**src/rtl/rotate_batch_controller.sv**
```systemverilog
// -----------------------------------------------------------------------------
// rotate_batch_controller
//
// Purpose:
//   Sequences the rotate (rho) datapath over a batch of NUM_FILES test vectors.
//   For each vector k it pulses the file reader, waits one dead cycle for the
//   reader's data to settle, starts the rotate core, waits for its completion
//   (bounded by TIMEOUT cycles), then pulses the result writer. After the last
//   vector, or after a timeout, it pulses done and returns to IDLE.
//
// Parameters:
//   NUM_FILES  vectors per batch, 1..1024
//   TIMEOUT    maximum cycles spent in WAIT before the batch is aborted, >= 2
//
// Ports:
//   clk         in   1   single clock, all logic on posedge
//   rst         in   1   synchronous, active-high reset
//   start       in   1   request to run a batch, honoured only in IDLE
//   rot_done    in   1   rotate core finished, honoured only in WAIT
//   read_file   out  1   one-cycle pulse to the file reader
//   file_index  out  10  current vector index (reader and writer)
//   rot_start   out  1   one-cycle pulse that starts the rotate core
//   write_file  out  1   one-cycle pulse to the result writer
//   busy        out  1   high in every state except IDLE
//   done        out  1   one-cycle pulse at batch end
//   error       out  1   sticky timeout flag, cleared by start or rst
// -----------------------------------------------------------------------------
module rotate_batch_controller #(
    parameter int NUM_FILES = 10,
    parameter int TIMEOUT   = 256
) (
    input  logic       clk,
    input  logic       rst,
    input  logic       start,
    input  logic       rot_done,
    output logic       read_file,
    output logic [9:0] file_index,
    output logic       rot_start,
    output logic       write_file,
    output logic       busy,
    output logic       done,
    output logic       error
);

    // Wait counter only has to reach TIMEOUT-1.
    localparam int CNT_W = (TIMEOUT > 2) ? $clog2(TIMEOUT) : 1;
    localparam logic [CNT_W-1:0] WAIT_LAST = CNT_W'(TIMEOUT - 1);
    localparam logic [9:0]       LAST_IDX  = 10'(NUM_FILES - 1);

    typedef enum logic [2:0] {
        ST_IDLE  = 3'd0,
        ST_READ  = 3'd1,
        ST_LOAD  = 3'd2,
        ST_ROT   = 3'd3,
        ST_WAIT  = 3'd4,
        ST_WRITE = 3'd5,
        ST_NEXT  = 3'd6,
        ST_DONE  = 3'd7
    } state_t;

    // Control pulse bundle: {read_file, rot_start, write_file, busy, done}.
    // Decoding the *next* state and registering the result gives outputs that
    // are glitch-free yet line up exactly with the registered state.
    function automatic logic [4:0] decode_outputs(input state_t st);
        logic [4:0] o;
        o = 5'b00000;
        case (st)
            ST_IDLE:  o = 5'b00000;
            ST_READ:  o = 5'b10010;
            ST_LOAD:  o = 5'b00010;
            ST_ROT:   o = 5'b01010;
            ST_WAIT:  o = 5'b00010;
            ST_WRITE: o = 5'b00110;
            ST_NEXT:  o = 5'b00010;
            ST_DONE:  o = 5'b00011;
            default:  o = 5'b00000;
        endcase
        return o;
    endfunction

    state_t           state_r;
    state_t           state_s;
    logic [CNT_W-1:0] wait_cnt_r;
    logic [CNT_W-1:0] wait_cnt_s;
    logic [9:0]       index_r;
    logic [9:0]       index_s;
    logic             error_r;
    logic             error_s;
    logic [4:0]       pulses_r;
    logic [4:0]       pulses_s;

    // Next-state, index, wait counter and sticky error computation.
    always_comb begin
        state_s    = state_r;
        wait_cnt_s = wait_cnt_r;
        index_s    = index_r;
        error_s    = error_r;
        case (state_r)
            ST_IDLE: begin
                if (start) begin
                    state_s = ST_READ;
                    index_s = 10'd0;
                    error_s = 1'b0;
                end else begin
                    state_s = ST_IDLE;
                end
            end
            ST_READ: begin
                state_s = ST_LOAD;
            end
            ST_LOAD: begin
                // Dead cycle: lets the reader's wide data settle before the core starts.
                state_s = ST_ROT;
            end
            ST_ROT: begin
                // rot_done is deliberately not looked at here.
                state_s    = ST_WAIT;
                wait_cnt_s = {CNT_W{1'b0}};
            end
            ST_WAIT: begin
                // rot_done takes priority over a simultaneous timeout.
                if (rot_done) begin
                    state_s = ST_WRITE;
                end else if (wait_cnt_r == WAIT_LAST) begin
                    state_s = ST_DONE;
                    error_s = 1'b1;
                end else begin
                    wait_cnt_s = wait_cnt_r + {{(CNT_W-1){1'b0}}, 1'b1};
                end
            end
            ST_WRITE: begin
                state_s = ST_NEXT;
            end
            ST_NEXT: begin
                if (index_r == LAST_IDX) begin
                    state_s = ST_DONE;
                end else begin
                    index_s = index_r + 10'd1;
                    state_s = ST_READ;
                end
            end
            ST_DONE: begin
                // file_index is left untouched until the next start.
                state_s = ST_IDLE;
            end
            default: begin
                state_s = ST_IDLE;
            end
        endcase
        pulses_s = decode_outputs(state_s);
    end

    // State, counters, sticky error and registered control outputs.
    always_ff @(posedge clk) begin
        if (rst) begin
            state_r    <= ST_IDLE;
            wait_cnt_r <= {CNT_W{1'b0}};
            index_r    <= 10'd0;
            error_r    <= 1'b0;
            pulses_r   <= 5'b00000;
        end else begin
            state_r    <= state_s;
            wait_cnt_r <= wait_cnt_s;
            index_r    <= index_s;
            error_r    <= error_s;
            pulses_r   <= pulses_s;
        end
    end

    assign read_file  = pulses_r[4];
    assign rot_start  = pulses_r[3];
    assign write_file = pulses_r[2];
    assign busy       = pulses_r[1];
    assign done       = pulses_r[0];
    assign file_index = index_r;
    assign error      = error_r;

endmodule

```
**config.mk**
```make
export PLATFORM = sky130hd
export DESIGN_NAME = rotate_batch_controller
export DESIGN_NICKNAME = d
export VERILOG_FILES = /design/src/rtl/rotate_batch_controller.sv
export SDC_FILE = /design/constraint.sdc
export NUM_CORES = 1
export LEC_CHECK = 0
export ABC_AREA = 1
export CAP_MARGIN = 20
export CORE_AREA = 5 5 50 85
export CTS_CLUSTER_DIAMETER = 100
export CTS_CLUSTER_SIZE = 16
export DETAILED_ROUTE_END_ITERATION = 8
export DIE_AREA = 0 0 55 90
export PLACE_DENSITY = 0.66
export SLEW_MARGIN = 20
export SYNTH_ARGS = -nofsm -noshare
export SYNTH_HDL_FRONTEND = slang
export SYNTH_SLANG_ARGS = --single-unit
export TNS_END_PERCENT = 30
```
**constraint.sdc**
```tcl
create_clock -name clk -period 1.9 [get_ports clk]
set_clock_uncertainty 0.05 [all_clocks]
set_input_delay 0.38 -clock clk [delete_from_list [all_inputs] [get_ports clk]]
set_output_delay 0.38 -clock clk [all_outputs]
set_load 0.005 [all_outputs]
```
==> qor.csv, run 1 <==
stage;metric;value;unit
critical_path;CP max stage delay;510;ps
critical_path;crit end category;primary output;
critical_path;crit path DAT;1290;ps
finish;FF+latch area;540.5;µm²
cts;Worst-Skew Late Latency;280;ps
timing;final hold violation count;0;
timing;maximum clock frequency;582.8;MHz
timing;max_slew headroom;0.7741;
pwr;Leak;0.0007359;µW
cts;CTS tree;yes;
worst_hold_path;Hold WC Path Type;flop to flop;
critical_path;FF-to-FF Start;wait_cnt_r[0];
timing;Setup TNS Final;0;ps
timing;period utilization;0.9031;
timing;fin. max-slew vios;0;
routing;WL final;3555;µm
critical_path;crit path to;file_index[0];
critical_path;RR Endpoint;wait_cnt_r[5];
critical_path;critical path class;flop to primary output;
synth;Synth Cell Area;0.001516;mm²
routing;Via-to-Cell Ratio;4.961;
die;Die Ht;90;µm
routing;Post-route DRC;0;
place;dpl cells;302;
place;DPL Wire Length;2724;µm
die;Die Wd;55;µm
finish;Final #Nets;268;
cts;H-tree depth;1;
synth;syn_nets;243;
finish;share of layout cells above drive strength 1;0.08462;
cts;post-CTS sizing;0;
critical_path;CP cell instances;buf_4 > clkdlybuf4s50_1;
synth;Syn. warnings;0;
pwr;PD cells;681.7;mW/mm²
die;io pins;20;
critical_path;Top delay family on crit path;buffers and inverters;
routing;initial DRC count;42;
finish;ANT cells;0;
synth;share of the synthesized area in the top cell type;0.3564;
grt;global-route wire length before repair;6106;µm
grt;initial antenna violation count;0;
timing;RSZ-0062 raised after global routing;no;
run;max-cap viol count;0;
grt;number of global-route vias before repair;1434;
finish;fin cells;306;
place;input/output buffers;19;
synth;area leader, netlist;dfxtp_1;
cts;Post-CTS Hold Buffers;0;
grt;Overall Global Routing Usage;0.1597;
synth;Avg Cell Area, Syn;6.426;µm²
critical_path;R2R depth;9;
synth;Netlist cell types;26;
finish;area grow syn2layout;20.54;%
finish;multi-input logic area;844.6;µm²
critical_path;Critical path buffers and inverters;2;
routing;vias;1518;
finish;Fillers;383;
critical_path;CP Max Fanout;7;
cts;Post-CTS Setup Bufs;0;
critical_path;Worst Setup SP;file_index[0];
cts;Num Clock Sinks;27;
synth;Post-Syn Instances;236;
cts;CTS Buf Count;3;
synth;post-synthesis sequential area ratio;0.3564;
place;gpl congestion;0.8662;
routing;Routed Antenna Nets;0;
cts;Reg clk slew, reported paths;100;ps
critical_path;CP max-delay cell;clkdlybuf4s50_1;
synth;synth top area cells;dfxtp_1 36%, nand2_1 17%, inv_1 7.4%;
grt;gr ovfl total;0;
routing;routed length per instance;11.62;µm
timing;Final Critical Period;1716;ps
cts;CTS root buf;clkbuf_8;
critical_path;critical path startpoint category;flop;
finish;most frequent cells in the layout;70 x nand2_1, 30 x inv_1, 27 x dfxtp_1;
critical_path;reg-to-reg setup timing slack;250;ps
routing;DRT Pass-1 Iters;4;
timing;# setup viols final;0;
critical_path;Req. time, crit path;1470;ps
die;row count;29;
die;area of the core;0.003520;mm²
pwr;Worst VDD drop;646.1;µV
die;Initial Util;0.4309;
run_status;status;complete, no violations;
critical_path;Stages on worst setup path;2;
timing;worst-margin pin slew;335.3;ps
finish;commonest non-fill, non-tap cell in the layout;nand2_1;
synth;flops & latches, synth;27;
cts;CTS max path bufs;2;
grt;largest net degree at the start of global routing;17;
die;die area;0.004950;mm²
==> worst min path at each step <==
stage	slack (ps)	endpoint	start	depth (start not counted)
2_1_floorplan	400	error	error	2
3_3_place_gp	400	error	error	2
3_5_place_dp	400	error	error	2
4_1_cts	420	error	error	2
5_1_grt	450	error	error	2
6_report	410	error	error	2
==> tightest hold or removal path, cell delays in order (launching register included) <==
cell and delay (ps):
dfxtp_1 330, inv_1 50, a21oi_1 50
==> stage by stage <==
step / total power [µW] / instance area, µm² / utilization / worst slack [ps] / hold slack [ps]
after floorplan: 805.9 / 1516 / - / 468.7 / 396.6
after detailed placement: 916.5 / 1779 / 0.5055 / 179.8 / 396.2
after global routing: 1321 / 1828 / 0.5194 / 14.13 / 446.2
after global placement: 917.3 / 1779 / 0.5055 / 180.7 / 395.2
after CTS: 1261 / 1828 / 0.5194 / 174.5 / 419.6
final: 1246 / 1828 / 0.5194 / 184.2 / 413.6
==> where the power goes <==
| group | internal, µW | total (µW) | switching (µW) | leakage (µW) |
|---|---|---|---|---|
| registers | 600 | 628 | 28.2 | 0.000219 |
| logic | 113 | 275 | 161 | 0.000495 |
| clock network | 149 | 343 | 194 | 0.0000217 |
| total | 862 | 1250 | 384 | 0.000736 |
==> flip-flops by register name, indices dropped and copies added (netlist names) <==
name / count
wait_cnt_r: 8
error: 1
state_r: 3
pulses_r: 5
file_index: 10
==> Yosys cell counts, drive strengths merged <==
master / instances
clkbuf: 2
nor2b: 1
xor2: 2
ha: 3
a21oi: 21
o21ai: 4
dfxtp: 27
and2: 1
nand4: 7
xnor2: 1
a21boi: 1
or2: 1
nor3: 5
nor2: 28
o21bai: 1
nand3b: 1
nand3: 21
nand2: 76
inv: 33
==> logic make-up after synthesis <==
family / after synthesis / synth area share
buffers and inverters: 35 / 0.08664
xor gates and xnor gates: 3 / 0.01733
AOI/OAI and AO/OA: 27 / 0.1023
and+or+nand+nor: 141 / 0.4125
adders and majority gates: 3 / 0.02476
DFF: 27 / 0.3564
==> metal layers <==
metal,global-route usage,wire length [µm],up-vias
met4,0.04462,47,0
met2,0.2866,1921,17
met3,0.01821,68,4
li1,-,-,798
met1,0.1867,1518,699
met5,0,0,-
==> layout make-up <==
cell class | instances | share of cell area
timing repair buffer | 22 | 0.1164
clock inverter | 1 | 0.004107
tap | 46 | 0.03149
clock buffer | 3 | 0.02259
inverter | 33 | 0.06776
sequential | 27 | 0.2957
multi-input combinational | 174 | 0.4620
(Power assumes the default switching activity.)
==> inputs of run 2 (changes only) <==
--- a/config.mk
+++ b/config.mk
@@ -7,12 +7,13 @@
 export LEC_CHECK = 0
 export ABC_AREA = 1
 export CAP_MARGIN = 20
-export CORE_AREA = 5 5 50 85
+export CORE_AREA = 5 5 53 90
 export CTS_CLUSTER_DIAMETER = 100
 export CTS_CLUSTER_SIZE = 16
 export DETAILED_ROUTE_END_ITERATION = 8
-export DIE_AREA = 0 0 55 90
-export PLACE_DENSITY = 0.66
+export DIE_AREA = 0 0 58 95
+export GPL_TIMING_DRIVEN = 0
+export PLACE_DENSITY = 0.63
 export SLEW_MARGIN = 20
 export SYNTH_ARGS = -nofsm -noshare
 export SYNTH_HDL_FRONTEND = slang
==> run 2 against run 1 <==
Compared with the run above: first-iteration DRC count fell by 52%; largest power group unchanged; global-route usage decreased by 2.0 points; critical path type unchanged; largest cell class unchanged; worst setup slack worse by 69 ps.
==> qor.csv, run 2 (synthesis gave the netlist of run 1 again) <==
stage;metric;value;unit;change
timing;fin. max-slew vios;0;;unchanged
routing;WL final;3439;µm;was 3555 µm
grt;grt met1 use;0.1414;;was 0.1867
routing;Via-to-Cell Ratio;4.718;;was 4.961
critical_path;CP max-delay cell;clkdlybuf4s50_1;;unchanged
cts;CTS max path bufs;2;;unchanged
timing;worst-margin pin slew;495.0;ps;was 335.3 ps
critical_path;critical path startpoint category;flop;;unchanged
run;max-cap viol count;0;;unchanged
critical_path;crit end category;primary output;;unchanged
grt;global-route wire length before repair;6058;µm;was 6106 µm
timing;maximum clock frequency;560.3;MHz;was 582.8 MHz
place;input/output buffers;19;;unchanged
finish;max reg flops;10;;unchanged
critical_path;CP Max Fanout;8;;was 7
grt;routing usage on met2;0.2698;;was 0.2866
grt;initial antenna violation count;0;;unchanged
cts;H-tree depth;1;;unchanged
die;io pins;20;;unchanged
finish;fin cells;308;;was 306
die;die area;0.005510;mm²;was 0.004950 mm²
worst_hold_path;Hold WC Path Type;flop to flop;;unchanged
finish;commonest non-fill, non-tap cell in the layout;nand2_1;;unchanged
critical_path;Stages on worst setup path;1;;was 2
finish;Fillers;455;;was 383
critical_path;CP max stage delay;580;ps;was 510 ps
timing;Setup TNS Final;0;ps;unchanged
timing;final hold violation count;0;;unchanged
finish;ANT cells;0;;unchanged
critical_path;reg-to-reg setup timing slack;210;ps;was 250 ps
pwr;sw power;355.8;µW;was 383.7 µW
worst_hold_path;Hold Crit Start;error;;unchanged
cts;CTS root buf;clkbuf_8;;unchanged
worst_hold_path;hold path cells;2;;unchanged
place;DPL Wire Length;2746;µm;was 2724 µm
routing;routed length per instance;11.17;µm;was 11.62 µm
run_status;status;complete, no violations;;unchanged
critical_path;R2R depth;9;;unchanged
place;pre-CTS setup slack;137.7;ps;was 179.8 ps
critical_path;RR Endpoint;wait_cnt_r[5];;unchanged
die;Initial Util;0.3759;;was 0.4309
pwr;Leak;0.0007207;µW;was 0.0007359 µW
pwr;Reg power frac;0.523;;was 0.504
cts;CTS tree;yes;;unchanged
critical_path;Critical path buffers and inverters;1;;was 2
timing;period utilization;0.9393;;was 0.9031
timing;RSZ-0062 raised after global routing;no;;unchanged
pwr;Comb pwr share;0.209;;was 0.220
cts;Reg clk slew, reported paths;90;ps;was 100 ps
critical_path;FF-to-FF Start;wait_cnt_r[0];;unchanged
routing;vias;1453;;was 1518
timing;Setup WS post-layout;115.4;ps;was 184.2 ps
pwr;Final Power;1213;µW;was 1246 µW
die;area of the core;0.004034;mm²;was 0.003520 mm²
timing;# setup viols final;0;;unchanged
die;Die Ht;95;µm;was 90 µm
grt;largest net degree at the start of global routing;15;;was 17
pwr;Worst VDD drop;452.7;µV;was 646.1 µV
critical_path;Top delay family on crit path;buffers and inverters;;unchanged
critical_path;critical path class;flop to primary output;;unchanged
die;Die Wd;58;µm;was 55 µm
grt;number of global-route vias before repair;1443;;was 1434
cts;Post-CTS Setup Bufs;0;;unchanged
critical_path;crit path DAT;1350;ps;was 1290 ps
grt;gr ovfl total;0;;unchanged
critical_path;Req. time, crit path;1470;ps;about the same
critical_path;CP cell instances;clkdlybuf4s50_1;;was buf_4 > clkdlybuf4s50_1
routing;initial DRC count;20;;was 42
place;dpl cells;304;;was 302
finish;share of layout cells above drive strength 1;0.07336;;was 0.08462
routing;Routed Antenna Nets;0;;unchanged
grt;met3 Track Usage GR;0.01915;;was 0.01821
routing;Post-route DRC;0;;unchanged
cts;Num Clock Sinks;27;;unchanged
cts;CTS Buf Count;3;;unchanged
cts;Worst-Skew Late Latency;270;ps;was 280 ps
pwr;PD cells;668.2;mW/mm²;was 681.7 mW/mm²
pwr;P_int;857.4;µW;was 862.5 µW
finish;area grow syn2layout;19.72;%;was 20.54%
timing;max_slew headroom;0.6700;;was 0.7741
pwr;clock power share;0.268;;was 0.275
place;gpl congestion;0.7930;;was 0.8662
grt;Overall Global Routing Usage;0.1397;;was 0.1597
grt;layer with the highest usage;met2;;unchanged
worst_hold_path;worst hold endpoint;error;;unchanged
routing;DRT Pass-1 Iters;4;;unchanged
timing;Final Critical Period;1785;ps;was 1716 ps
finish;Final #Nets;267;;was 268
pwr;sw frac;0.2932;;was 0.3079
die;row count;31;;was 29
timing;worst hold slack;422.4;ps;was 413.6 ps
finish;most frequent cells in the layout;70 x nand2_1, 30 x inv_1, 27 x dfxtp_1;;unchanged
[run 2: worst max-delay path by stage]
stage                        from             to
global route        wait_cnt_r[0]  wait_cnt_r[4]
detailed placement            rst    pulses_r[4]
finish              file_index[0]  file_index[0]
floorplan           wait_cnt_r[0]  wait_cnt_r[1]
global placement              rst    pulses_r[3]
CTS                 file_index[0]  file_index[0]
[run 2: metal layers]
metal | part of all wire | routed length (µm)
met1 | 0.39 | 1335
met2 | 0.58 | 1979
met3 | 0.022 | 75
met4 | 0.014 | 48
met5 | 0 | 0
[run 2: timing repair]
action	CTS	global route
endpoints found under the setup margin	0	1
gates resized for setup	0	1
hold endpoints to repair	0	0
hold buffers	0	0
[run 2: power groups by stage]
| stage | Sequential [µW] | Clock [µW] | Combinational (µW) |
|---|---|---|---|
| floorplan | 644 | 0 | 162 |
| finish | 635 | 325 | 253 |
| global route | 642 | 369 | 292 |
| detailed placement | 648 | 0 | 257 |
| global placement | 648 | 0 | 256 |
| CTS | 635 | 337 | 260 |
[run 2: layout make-up]
class	count	area, µm²	area share
timing repair buffer	19	190.2	0.1048
buffer	2	7.507	0.004135
sequential	27	540.5	0.2977
inverter	33	123.9	0.06823
tap	49	61.31	0.03377
clock buffer	4	45.04	0.02481
multi-input combinational	174	847.1	0.4666
[run 2: worst min-delay path, cell delays in order, from the launching register on]
cell     delay [ps]
dfxtp_1         330
inv_1            50
a21oi_1          50
[run 2: metrics by stage]
stage | utilization | cell area (µm²)
final | 0.4501 | 1815
after global routing | 0.4501 | 1815
after CTS | 0.4494 | 1813
after detailed placement | 0.4383 | 1768
after global placement | 0.4383 | 1768
after floorplan | - | 1516
